===== src/rtl/vga_console_writer.sv =====
// Text-mode console writer: turns a stream of character codes into VRAM cell writes,
// tracking a cursor and blanking rows or the whole screen as the cursor moves.
module vga_console_writer #(
    parameter int         COLS  = 40,
    parameter int         ROWS  = 30,
    parameter logic [7:0] BLANK = 8'h20
) (
    input  logic        clk,
    input  logic        rst_n,
    input  logic [7:0]  in_data,
    input  logic        in_valid,
    output logic        in_ready,
    output logic [10:0] vram_waddr,
    output logic [7:0]  vram_wdata,
    output logic        vram_we,
    output logic [5:0]  cursor_col,
    output logic [4:0]  cursor_row,
    output logic        busy
);

    localparam logic [10:0] CELLS    = 11'(COLS * ROWS);
    localparam logic [10:0] COLS_W   = 11'(COLS);
    localparam logic [5:0]  LAST_COL = 6'(COLS - 1);
    localparam logic [4:0]  LAST_ROW = 5'(ROWS - 1);

    typedef enum logic [1:0] {
        CLR_SCREEN,
        CLR_ROW,
        IDLE
    } state_t;

    state_t      state, state_n;
    logic [5:0]  col, col_n;
    logic [4:0]  row, row_n;
    logic [10:0] clr_addr, clr_addr_n;
    logic [10:0] clr_end, clr_end_n;
    logic        we_n;
    logic [10:0] waddr_n;
    logic [7:0]  wdata_n;
    logic [10:0] row_base;
    logic [10:0] next_base;
    logic [10:0] cell_addr;
    logic [4:0]  next_row;

    // Start address of the cursor row; the default width uses shift-add, other widths track it incrementally.
    generate
        if (COLS == 40) begin : g_shift
            assign row_base = (11'(row) << 5) + (11'(row) << 3);
        end else begin : g_base
            logic [10:0] base_q;
            always_ff @(posedge clk or negedge rst_n) begin
                if (!rst_n)
                    base_q <= '0;
                else if (row_n == '0)
                    base_q <= '0;
                else if (row_n != row)
                    base_q <= base_q + COLS_W;
            end
            assign row_base = base_q;
        end
    endgenerate

    assign next_row  = (row == LAST_ROW) ? '0 : row + 5'd1;
    assign next_base = (row == LAST_ROW) ? '0 : row_base + COLS_W;
    assign cell_addr = row_base + 11'(col);

    always_comb begin
        state_n    = state;
        col_n      = col;
        row_n      = row;
        clr_addr_n = clr_addr;
        clr_end_n  = clr_end;
        we_n       = 1'b0;
        waddr_n    = vram_waddr;
        wdata_n    = vram_wdata;

        case (state)
            CLR_SCREEN, CLR_ROW: begin
                // clr_end is exclusive; one idle cycle follows the last blank before accepting input.
                if (clr_addr != clr_end) begin
                    we_n       = 1'b1;
                    waddr_n    = clr_addr;
                    wdata_n    = BLANK;
                    clr_addr_n = clr_addr + 11'd1;
                end else begin
                    state_n = IDLE;
                end
            end
            IDLE: begin
                if (in_valid) begin
                    if (in_data >= 8'h20) begin
                        we_n    = 1'b1;
                        waddr_n = cell_addr;
                        wdata_n = in_data;
                        if (col == LAST_COL) begin
                            col_n      = '0;
                            row_n      = next_row;
                            clr_addr_n = next_base;
                            clr_end_n  = next_base + COLS_W;
                            state_n    = CLR_ROW;
                        end else begin
                            col_n = col + 6'd1;
                        end
                    end else begin
                        case (in_data)
                            8'h0A: begin
                                col_n      = '0;
                                row_n      = next_row;
                                clr_addr_n = next_base;
                                clr_end_n  = next_base + COLS_W;
                                state_n    = CLR_ROW;
                            end
                            8'h0D: col_n = '0;
                            8'h08: begin
                                if (col != '0) begin
                                    col_n   = col - 6'd1;
                                    we_n    = 1'b1;
                                    waddr_n = cell_addr - 11'd1;
                                    wdata_n = BLANK;
                                end
                            end
                            8'h0C: begin
                                col_n      = '0;
                                row_n      = '0;
                                clr_addr_n = '0;
                                clr_end_n  = CELLS;
                                state_n    = CLR_SCREEN;
                            end
                            default: ;
                        endcase
                    end
                end
            end
            default: begin
                state_n    = CLR_SCREEN;
                clr_addr_n = '0;
                clr_end_n  = CELLS;
            end
        endcase
    end

    always_ff @(posedge clk or negedge rst_n) begin
        if (!rst_n) begin
            state      <= CLR_SCREEN;
            col        <= '0;
            row        <= '0;
            clr_addr   <= '0;
            clr_end    <= CELLS;
            vram_we    <= 1'b0;
            vram_waddr <= '0;
            vram_wdata <= '0;
        end else begin
            state      <= state_n;
            col        <= col_n;
            row        <= row_n;
            clr_addr   <= clr_addr_n;
            clr_end    <= clr_end_n;
            vram_we    <= we_n;
            vram_waddr <= waddr_n;
            vram_wdata <= wdata_n;
        end
    end

    assign in_ready   = (state == IDLE);
    assign busy       = ~in_ready;
    assign cursor_col = col;
    assign cursor_row = row;

endmodule


===== config.mk =====
export PLATFORM = sky130hd
export DESIGN_NAME = vga_console_writer
export DESIGN_NICKNAME = d
export VERILOG_FILES = /design/src/rtl/vga_console_writer.sv
export SDC_FILE = /design/constraint.sdc
export NUM_CORES = 1
export LEC_CHECK = 0
export BUFFER_PORTS_ARGS = -buffer_cell sky130_fd_sc_hd__buf_2
export CORE_UTILIZATION = 53
export DETAILED_ROUTE_END_ITERATION = 7
export PLACE_DENSITY = 0.85
export SETUP_SLACK_MARGIN = 0.5
export SYNTH_ARGS = -nofsm -noshare
export SYNTH_HDL_FRONTEND = slang
export SYNTH_SLANG_ARGS = --single-unit
export TNS_END_PERCENT = 50

===== constraint.sdc =====
create_clock -name clk -period 2.75 [get_ports clk]
set_clock_uncertainty 0.1 [all_clocks]
set_input_delay 0.1375 -clock clk [delete_from_list [all_inputs] [get_ports clk]]
set_output_delay 0.1375 -clock clk [all_outputs]
set_load 0.02 [all_outputs]

; Yosys cells after proc, flatten, opt, wreduce, memory -nomap -nowiden
; Cells that the tools add are included.
[classes]
addsub = 9
order_cmp = 1
n_bitwise = 2
n_eq_ne = 18
reduce_logical = 13
n_mux = 44
[ops]
columns = op, count
row1 = $mux W11, 13
row2 = $pmux W11 S2, 5
row3 = $mux W8, 5
row4 = $eq A8 B4 Y1 const B, 4
row5 = $add A11 B6 Y11 const B, 2
row6 = $reduce_and A4 Y1, 5
row7 = $mux W6, 3
row8 = $pmux W8 S2, 1
row9 = $mux W5, 3
row10 = $pmux W6 S2, 1
row11 = $add A10 B8 Y11, 1
row12 = $add A11 B1 Y11 const B, 1
row13 = $add A11 B6 Y11, 1
row14 = $ne A11 B11 Y1, 1
row15 = $sub A11 B1 Y11 const B, 1
row16 = $pmux W5 S2, 1
row17 = $ge A8 B6 Y1 const B, 1
row18 = $mux W2, 4
row19 = $pmux W2 S2, 2
row20 = $add A6 B1 Y6 const B, 1
row21 = $eq A6 B6 Y1 const B, 1
row22 = $ne A2 B2 Y1 const B, 3
row23 = $ne A3 B1 Y1 const B, 2
row24 = $reduce_bool A3 Y1, 2
row25 = 18 further kinds, 23
[word_totals]
elab_cells = 95
regBits = 55

; Longest topological paths before layout
; Gate-level depths: netlist (run 1).
[depth]
word_depth = 8
mapped_depth = 10
ltp_nobuf = 10

; Worst setup path after synthesis (run 1)
; OpenSTA, ideal clock, no wires.
[synth_timing]
path_kind = register to register
startpoint = register row[2] (netlist: cursor_row[2])
endpoint = register vram_waddr[10]
slack_ns = -0.111
synth_period_minus_slack_ns = 2.861
path_stages_with_launch = 9
arrival_time_ns = 2.692
setup_time_ns = 0.070
n_path_buf = 0
path_cell_list = dfrtp_1 ha_1 fa_1 xor2_2 o211ai_1 or4_1 a221oi_2 mux2_1 nand3_1
[synth_via]
elab_chain_cells = 8
[synth_lines]
columns = element, line
row1 = start: declaration, 34  ; logic [4:0] row, row_n;
row2 = start signal: assignment, 155  ; row <= row_n;
row3 = $add A10 B8 Y11 *, 48  ; assign row_base = (11'(row) << 5) + (11'(row) << 3);
row4 = $add A11 B6 Y11 *, 65  ; assign cell_addr = row_base + 11'(col);
row5 = $sub A11 B1 Y11, 118  ; waddr_n = cell_addr - 11'd1;
row6 = $mux W11, 115  ; if (col != '0) begin
row7 = $mux W11, 105  ; case (in_data)
row8 = $mux W11 *, 91  ; if (in_data >= 8'h20) begin
row9 = $mux W11 *, 90  ; if (in_valid) begin
row10 = $pmux W11 S2 *, 77  ; case (state)
row11 = end signal: assignment, 159  ; vram_waddr <= waddr_n;
row12 = end: declaration, 13  ; output logic [10:0] vram_waddr,
; Mark *: on every way between the ends. The rest lies on a longest branch, timed or not. The select of a mux whose other input is x is not followed.
; A chain may end at the register's enable or synchronous reset.

; Final worst setup path (run 1)
[layout_timing]
startpoint = register row[0] (netlist: cursor_row[0])
endpoint = register clr_end[10]
[layout_via]
elab_chain_cells = 8
elab_cells_between_ends = 10
cone_classes = 3 x add/sub / 1 x eq/ne / 6 x mux
[layout_lines]
columns = element, line
row1 = $add A10 B8 Y11, 48
row2 = $add A11 B6 Y11, 64  ; assign next_base = (row == LAST_ROW) ? '0 : row_base + COLS_W;
row3 = $mux W11 *, 64
row4 = $add A11 B6 Y11 *, "99, 110"
row5 = $pmux W11 S2 or $mux W11 (tied branches), "105, 95"
row6 = $mux W11 *, 91
row7 = $mux W11 *, 90
row8 = $pmux W11 S2 *, 77
row9 = end signal: assignment, 157  ; clr_end <= clr_end_n;
row10 = end: declaration, 36  ; logic [10:0] clr_end, clr_end_n;
; Marks and branches as above.

==> summary.log, run 1 <==
qor: cells_and_area.finish.utilization 0.709
qor: cells_and_area.drive_above_1_share 0.320
qor: global_route.antenna_found_initial 0
qor: cells_and_area.finalNetCount 560
qor: setup_path.critPathRequiredTime 2910 ps
qor: global_route.grt_util_all_layers 0.307
qor: timing.timing_max_transition_violations_final 0
qor: routing.antenna_violating_nets_post_route 0
qor: floorplanning.io_pins 44
qor: cells_and_area.fin_cells 631
qor: synth.synth.top_cell.area_share 0.320
qor: timing.timing.max_slew.rel_slack 0.398
qor: cells_and_area.post-route-cell-area 0.00484 mm2
qor: global_route.first_global_vias 3699
qor: clock_network.cts_buffers 5
qor: timing.final-setup-viol-count 0
qor: cells_and_area.total_area_of_multi_input_combinational_cells 0.00260 mm2
qor: synth.synth.cell_area 0.00376 mm2
qor: routing.drt_first_iter_violations 442
qor: synth.postSynthCellCount 458
qor: synth.synth.distinct_cells 67
qor: timing.finalHoldViolCount 0
qor: timing.worst-slew-pin-transition 903 ps
qor: global_route.grt.overflow.total 0
qor: synth.syn-num-nets 484
qor: timing.achievable-frequency 0.372 GHz
qor: clock_network.cts_tree done
qor: setup_path.critical_path.endpoint_type flop
qor: setup_path.critPathKind reg2reg
qor: pwr.power 0.00467 W
qor: pwr.power_per_cell_area 964 mW/mm2
qor: status.run_status finished clean
qor: floorplanning.coreArea 0.00683 mm2
qor: clock_network.cts_root_buf sky130_fd_sc_hd__clkbuf_8
qor: synth.mean_syn_cell_area 8.20 um2
qor: placement.place_congestion 0.921
qor: placement.placed_cells_incl_taps 604
qor: clock_network.htreeDepth 2
qor: placement.port-buffer-count 43
qor: routing.wl 11700 um
qor: setup_path.critical_path_arrival 2850 ps
qor: routing.route.detailed.wl_per_inst 18.5 um
qor: cells_and_area.area.growth.synth_to_final 28.9%
qor: pwr.cellLeakagePower 2.12 nW
qor: global_route.maximum_number_of_pins_on_one_net_before_global_route_repair 36
qor: clock_network.tritoncts_num_sinks 52
qor: floorplanning.dieArea 0.00743 mm2
qor: floorplanning.initial_core_util 0.550
qor: synth.synth_commonest_cells sky130_fd_sc_hd__nand2_1 (59), sky130_fd_sc_hd__dfrtp_1 (48), sky130_fd_sc_hd__o21ai_0 (40)
qor: run.drv_cap 0
qor: floorplanning.die-height 86.2 um
qor: routing.via_total_after_detailed_routing 3953
qor: min_path.hold_path_class in2reg
qor: routing.drt_pre_antenna_iters 7
qor: clock_network.ctsLongestPathBuffers 2
qor: timing.fin_crit_sh 0.978
qor: synth.dominantRegCellSynth sky130_fd_sc_hd__dfrtp_1
qor: routing.vias_per_cell 6.26
qor: cells_and_area.layout.area.seq 0.00132 mm2
qor: synth.ys_ff_latch 52
qor: timing.post-route-min-period 2690 ps
qor: synth.ys.warnings.count 0
qor: synth.synth-edff-count 0
qor: floorplanning.die_w 86.2 um
qor: clock_network.insertion_delay 330 ps
qor: synth.synth_top_cells_by_area sky130_fd_sc_hd__dfrtp_1 (32%), sky130_fd_sc_hd__nand2_1 (5.9%), sky130_fd_sc_hd__o21ai_0 (5.3%), sky130_fd_sc_hd__ha_1 (4.3%), sky130_fd_sc_hd__a21oi_1 (4.3%)
qor: pwr.maximum_vdd_drop 0.701 mV
qor: timing.unrepaired_setup_endpoints_after_global_routing yes
qor: placement.detailed_place_hpwl 7640 um
qor: global_route.grt_pass1_wl 17700 um
qor: synth.ys_async_sr_fraction 1.00
qor: routing.drt_drc_violations_left 0
qor: setup_path.worst_setup_path_start_kind flop
qor: synth.synthDominantAreaCellType sky130_fd_sc_hd__dfrtp_1
qor: setup_path.maximum_net_fanout_on_the_critical_path 4
qor: cells_and_area.antennaDiodeCount 0
qor: synth.ys_seq_area_frac 0.348
qor: clock_network.clkTransAtPathRegs 110 ps
qor: cells_and_area.fillerInstances 519
qor: placement.detailed_place.area 0.00425 mm2
qor: floorplanning.floorplan.rows 30
qor: synth.post-synth-top-count-cell sky130_fd_sc_hd__nand2_1
## repair_timing
item,4_1_cts,5_1_grt
pin swaps,15,20
hold buffers,7,0
buffers inserted,9,1
hold endpoints to repair,40,0
cloned,0,2
endpoints found under the setup margin,30,36
gates resized for setup,29,47
## critical path: stages (launching register included)
cell                       delay [ps]
sky130_fd_sc_hd__dfrtp_2          450
sky130_fd_sc_hd__ha_4             170
sky130_fd_sc_hd__fa_2             570
sky130_fd_sc_hd__buf_4            130
sky130_fd_sc_hd__buf_6             80
sky130_fd_sc_hd__buf_6            100
sky130_fd_sc_hd__o21ai_2           70
sky130_fd_sc_hd__xnor2_2          210
sky130_fd_sc_hd__o211ai_1         180
sky130_fd_sc_hd__or3b_1           420
sky130_fd_sc_hd__a41oi_2          140
## flip-flops by register name, indices dropped and copies added (netlist names)
signal	cells
clr_addr	11
vram_waddr	11
clr_end	8
vram_wdata	8
cursor_col	6
cursor_row	5
state	2
vram_we	1
## routing by layer
layer | vias up | share of wire | GRT usage
li1 | 1799 | - | -
met1 | 1893 | 0.40 | 0.392
met2 | 220 | 0.50 | 0.519
met3 | 41 | 0.065 | 0.0533
met4 | 0 | 0.032 | 0.121
met5 | - | 0 | 0
## final cells by class
type,instances,share of cell area
clock buffer,5,0.0142
clock inverter,3,0.00465
inverter,19,0.0152
multi-input combinational,365,0.536
sequential,52,0.272
tap,96,0.0248
timing repair buffer,91,0.133
## final timing paths
path                                      startpoint  cells past startpoint                        end  slack, ps
setup / recovery           cursor_row[0]$_DFFE_PN0P_                     10    clr_end[10]$_DFFE_PN1P_         60
hold / removal                            in_data[1]                      3  vram_wdata[1]$_DFFE_PN0P_          2
setup reg to reg           cursor_row[0]$_DFFE_PN0P_                     10    clr_end[10]$_DFFE_PN1P_         60
hold reg to reg            vram_waddr[3]$_DFFE_PN0P_                      2  vram_waddr[3]$_DFFE_PN0P_        380
max in group asynchronous                      rst_n                      3     clr_end[4]$_DFFE_PN1P_       1410
min in group asynchronous                      rst_n                      2  cursor_row[4]$_DFFE_PN0P_        320
## logic make-up (layout without fill, tap and decap cells)
logic type / after synthesis / in the layout / share of synthesized area
AND/OR/NAND/NOR: 188 / 188 / 0.245
buffers and inverters: 41 / 118 / 0.0480
AO/OA/AOI/OAI: 128 / 128 / 0.216
flip-flops: 52 / 52 / 0.348
XOR/XNOR: 27 / 27 / 0.0686
multiplexers: 7 / 7 / 0.0203
adder cells (fa/ha/maj): 15 / 15 / 0.0539
## placed cells by master (no fill, tap or decap), drive strengths merged, types with 3 or more instances in the layout
cell         instances
nor2                38
clkbuf               6
nand2               60
o22a                 5
o221ai               4
o31ai                5
nor4                 5
and3                 7
dfrtp               48
or3                  7
xnor2               13
nand3               23
a31oi                8
ha                  13
o211ai               8
o21ai               41
o22ai                3
nor2b                3
a21oi               33
dfstp                4
a21o                 4
inv                 20
a21boi               4
xor2                13
dlygate4sd3          7
nor3b                4
nor3                14
nand2b               6
and2                 8
nand4                5
mux2                 5
buf                 83
## report_power, final
part | switching (W) | internal, W
clock network | 0.000299 | 0.000184
logic | 0.00170 | 0.00114
registers | 0.000274 | 0.00108
## through the flow
stage / worst slack [ps] / hold slack [ps] / setup TNS (ps)
floorplan: 50.3 / -258 / 0
global placement: 79.4 / 149 / 0
detailed placement: 1.99 / 170 / 0
CTS: 106 / 3.16 / 0
global route: -34.8 / 18.1 / -79.5
finish: 61.8 / 2.42 / 0
Power figures use the tool's default switching activity.
==> run 2, diff against run 1 <==
Settings changed: CELL_PAD_IN_SITES_DETAIL_PLACEMENT set to 1, CELL_PAD_IN_SITES_GLOBAL_PLACEMENT set to 2, CORE_UTILIZATION 53 to 35, PLACE_DENSITY 0.85 to 0.89.
Clock period 2.75 ns to 2.55 ns, I/O delays scaled along.
==> summary.log, run 2 (synthesis results as in run 1) <==
qor: pwr.power_per_cell_area 1070 mW/mm2
qor: setup_path.cpMaxStageDelayCell sky130_fd_sc_hd__or4_4
qor: routing.wl 15800 um
qor: status.failed_checks setup timing
qor: floorplanning.coreArea 0.0104 mm2
qor: setup_path.critical_path.top_delay_family adder cells
qor: routing.antenna_violating_nets_post_route 0
qor: timing.fin_worst_hold_slack 25.1 ps
qor: floorplanning.floorplan.rows 37
qor: global_route.antenna_found_initial 0
qor: pwr.power 0.00599 W
qor: timing.timing_max_transition_violations_final 0
qor: floorplanning.die_w 106 um
qor: min_path.hold_path_class in2reg
qor: routing.drt_drc_violations_left 0
qor: setup_path.crit_buf_inv 0
qor: timing.timing.final.ws_setup -255 ps
qor: placement.place_congestion 0.892
qor: clock_network.cts_tree done
qor: pwr.cellLeakagePower 2.47 nW
qor: placement.detailed_place_hpwl 9510 um
qor: setup_path.max_stage_delay 460 ps
qor: global_route.grt_pass1_wl 22700 um
qor: routing.via_total_after_detailed_routing 4213
qor: timing.fin_setup_tns -935 ps
qor: timing.post-route-min-period 2810 ps
qor: cells_and_area.layout_common_cells sky130_fd_sc_hd__buf_4 (75), sky130_fd_sc_hd__nand2_1 (46), sky130_fd_sc_hd__buf_2 (43)
qor: setup_path.path_cells ha_4 -> fa_2 -> xor2_2 -> o211ai_1 -> or4_4 -> a221oi_2 -> mux2_1 -> nand3_1
qor: routing.vias_per_cell 5.84
qor: setup_path.worst_setup_path_start_kind flop
qor: routing.route.detailed.wl_per_inst 21.9 um
qor: pwr.maximum_vdd_drop 0.590 mV
qor: cells_and_area.reg.largest.list clr_addr x11, vram_waddr x11
qor: cells_and_area.fillerInstances 1218
qor: cells_and_area.drive_above_1_share 0.461
qor: timing.fin_crit_sh 1.10
qor: global_route.grt_util_all_layers 0.261
qor: placement.detailed_place.area 0.00456 mm2
qor: floorplanning.initial_core_util 0.362
qor: timing.achievable-frequency 0.356 GHz
qor: setup_path.critical_path.endpoint_type flop
qor: cells_and_area.antennaDiodeCount 0
qor: global_route.first_global_vias 4216
qor: timing.final-setup-viol-count 9
qor: global_route.maximum_number_of_pins_on_one_net_before_global_route_repair 27
qor: setup_path.critPathKind reg2reg
qor: cells_and_area.finalNetCount 611
qor: run.drv_cap 0
qor: clock_network.ctsLongestPathBuffers 2
qor: clock_network.clkTransAtPathRegs 110 ps
qor: timing.worst-slew-pin-transition 827 ps
qor: floorplanning.die-height 106 um
qor: setup_path.critical_path_arrival 2970 ps
qor: status.run_status finished, violations left
qor: clock_network.htreeDepth 2
qor: floorplanning.dieArea 0.0112 mm2
qor: clock_network.cts_buffers 5
qor: cells_and_area.area.growth.synth_to_final 49.3%
qor: setup_path.critPathRequiredTime 2710 ps
qor: routing.drt_first_iter_violations 191
qor: clock_network.insertion_delay 330 ps
qor: floorplanning.io_pins 44
qor: clock_network.tritoncts_num_sinks 52
qor: cells_and_area.post-route-cell-area 0.00561 mm2
qor: cells_and_area.finish.utilization 0.541
qor: timing.unrepaired_setup_endpoints_after_global_routing yes
qor: timing.timing.max_slew.rel_slack 0.443
qor: placement.port-buffer-count 43
qor: routing.drt_pre_antenna_iters 4
qor: cells_and_area.most_frequent_standard_cell_in_the_layout_excluding_fill_and_tap_cells sky130_fd_sc_hd__buf_4
qor: clock_network.cts_root_buf sky130_fd_sc_hd__clkbuf_8
qor: setup_path.maximum_net_fanout_on_the_critical_path 3
qor: timing.finalHoldViolCount 0
qor: global_route.grt.overflow.total 0
-- run 2: stage by stage --
step / worst slack (ps) / cells
4_1_cts: -127 / 709
3_3_place_gp: -105 / 672
6_report: -255 / 722
5_1_grt: -320 / 722
2_1_floorplan: -150 / 458
3_5_place_dp: -175 / 672
-- run 2: metal layers --
metal	track usage	wire, um	vias to the layer above
met5	0	0	-
met3	0.0284	578	53
met4	0.0625	570	0
met1	0.343	6610	2121
li1	-	-	1904
met2	0.460	8020	135
-- run 2: cell type report --
class                   count  area (um2)  area share
well taps                 136         170      0.0303
multi-input cells         365        2830       0.505
clock buffers               5        68.8      0.0123
clock inverters             3        46.3     0.00826
flip-flops and latches     52        1320       0.235
repair buffers            142        1080       0.193
inverters                  19        88.8      0.0158
-- run 2: timing repair --
item                                    CTS  global route
pin swaps                                25            28
gates resized for setup                  68            84
endpoints found under the setup margin   48            46
hold endpoints to repair                 33             0
gates cloned                              1             0
setup buffers                            20            13
hold buffers                              8             0
-- run 2: path summary, 6_finish.rpt --
check	start	endpoint	slack [ps]	cells after the start
worst min-delay path	in_data[5]	vram_wdata[5]$_DFFE_PN0P_	30	3
worst max-delay path	cursor_row[0]$_DFFE_PN0P_	vram_waddr[10]$_DFFE_PN0P_	-260	8
max in group asynchronous	rst_n	clr_end[5]$_DFFE_PN1P_	1450	3
min in group asynchronous	rst_n	vram_wdata[2]$_DFFE_PN0P_	140	2
worst min register to register	vram_waddr[3]$_DFFE_PN0P_	vram_waddr[3]$_DFFE_PN0P_	400	2
worst max register to register	cursor_row[0]$_DFFE_PN0P_	vram_waddr[10]$_DFFE_PN0P_	-260	8
-- run 2: worst min-delay path, stage by stage --
cell,delay (ps)
sky130_fd_sc_hd__buf_2,110
sky130_fd_sc_hd__nor3_1,70
sky130_fd_sc_hd__a21oi_2,110
-- run 2: power breakdown --
group / switching (W) / leakage, nW / internal, W
clock network: 0.000329 / 0.0548 / 0.000297
logic: 0.00222 / 1.77 / 0.00162
registers: 0.000352 / 0.645 / 0.00117
total: 0.00290 / 2.47 / 0.00309
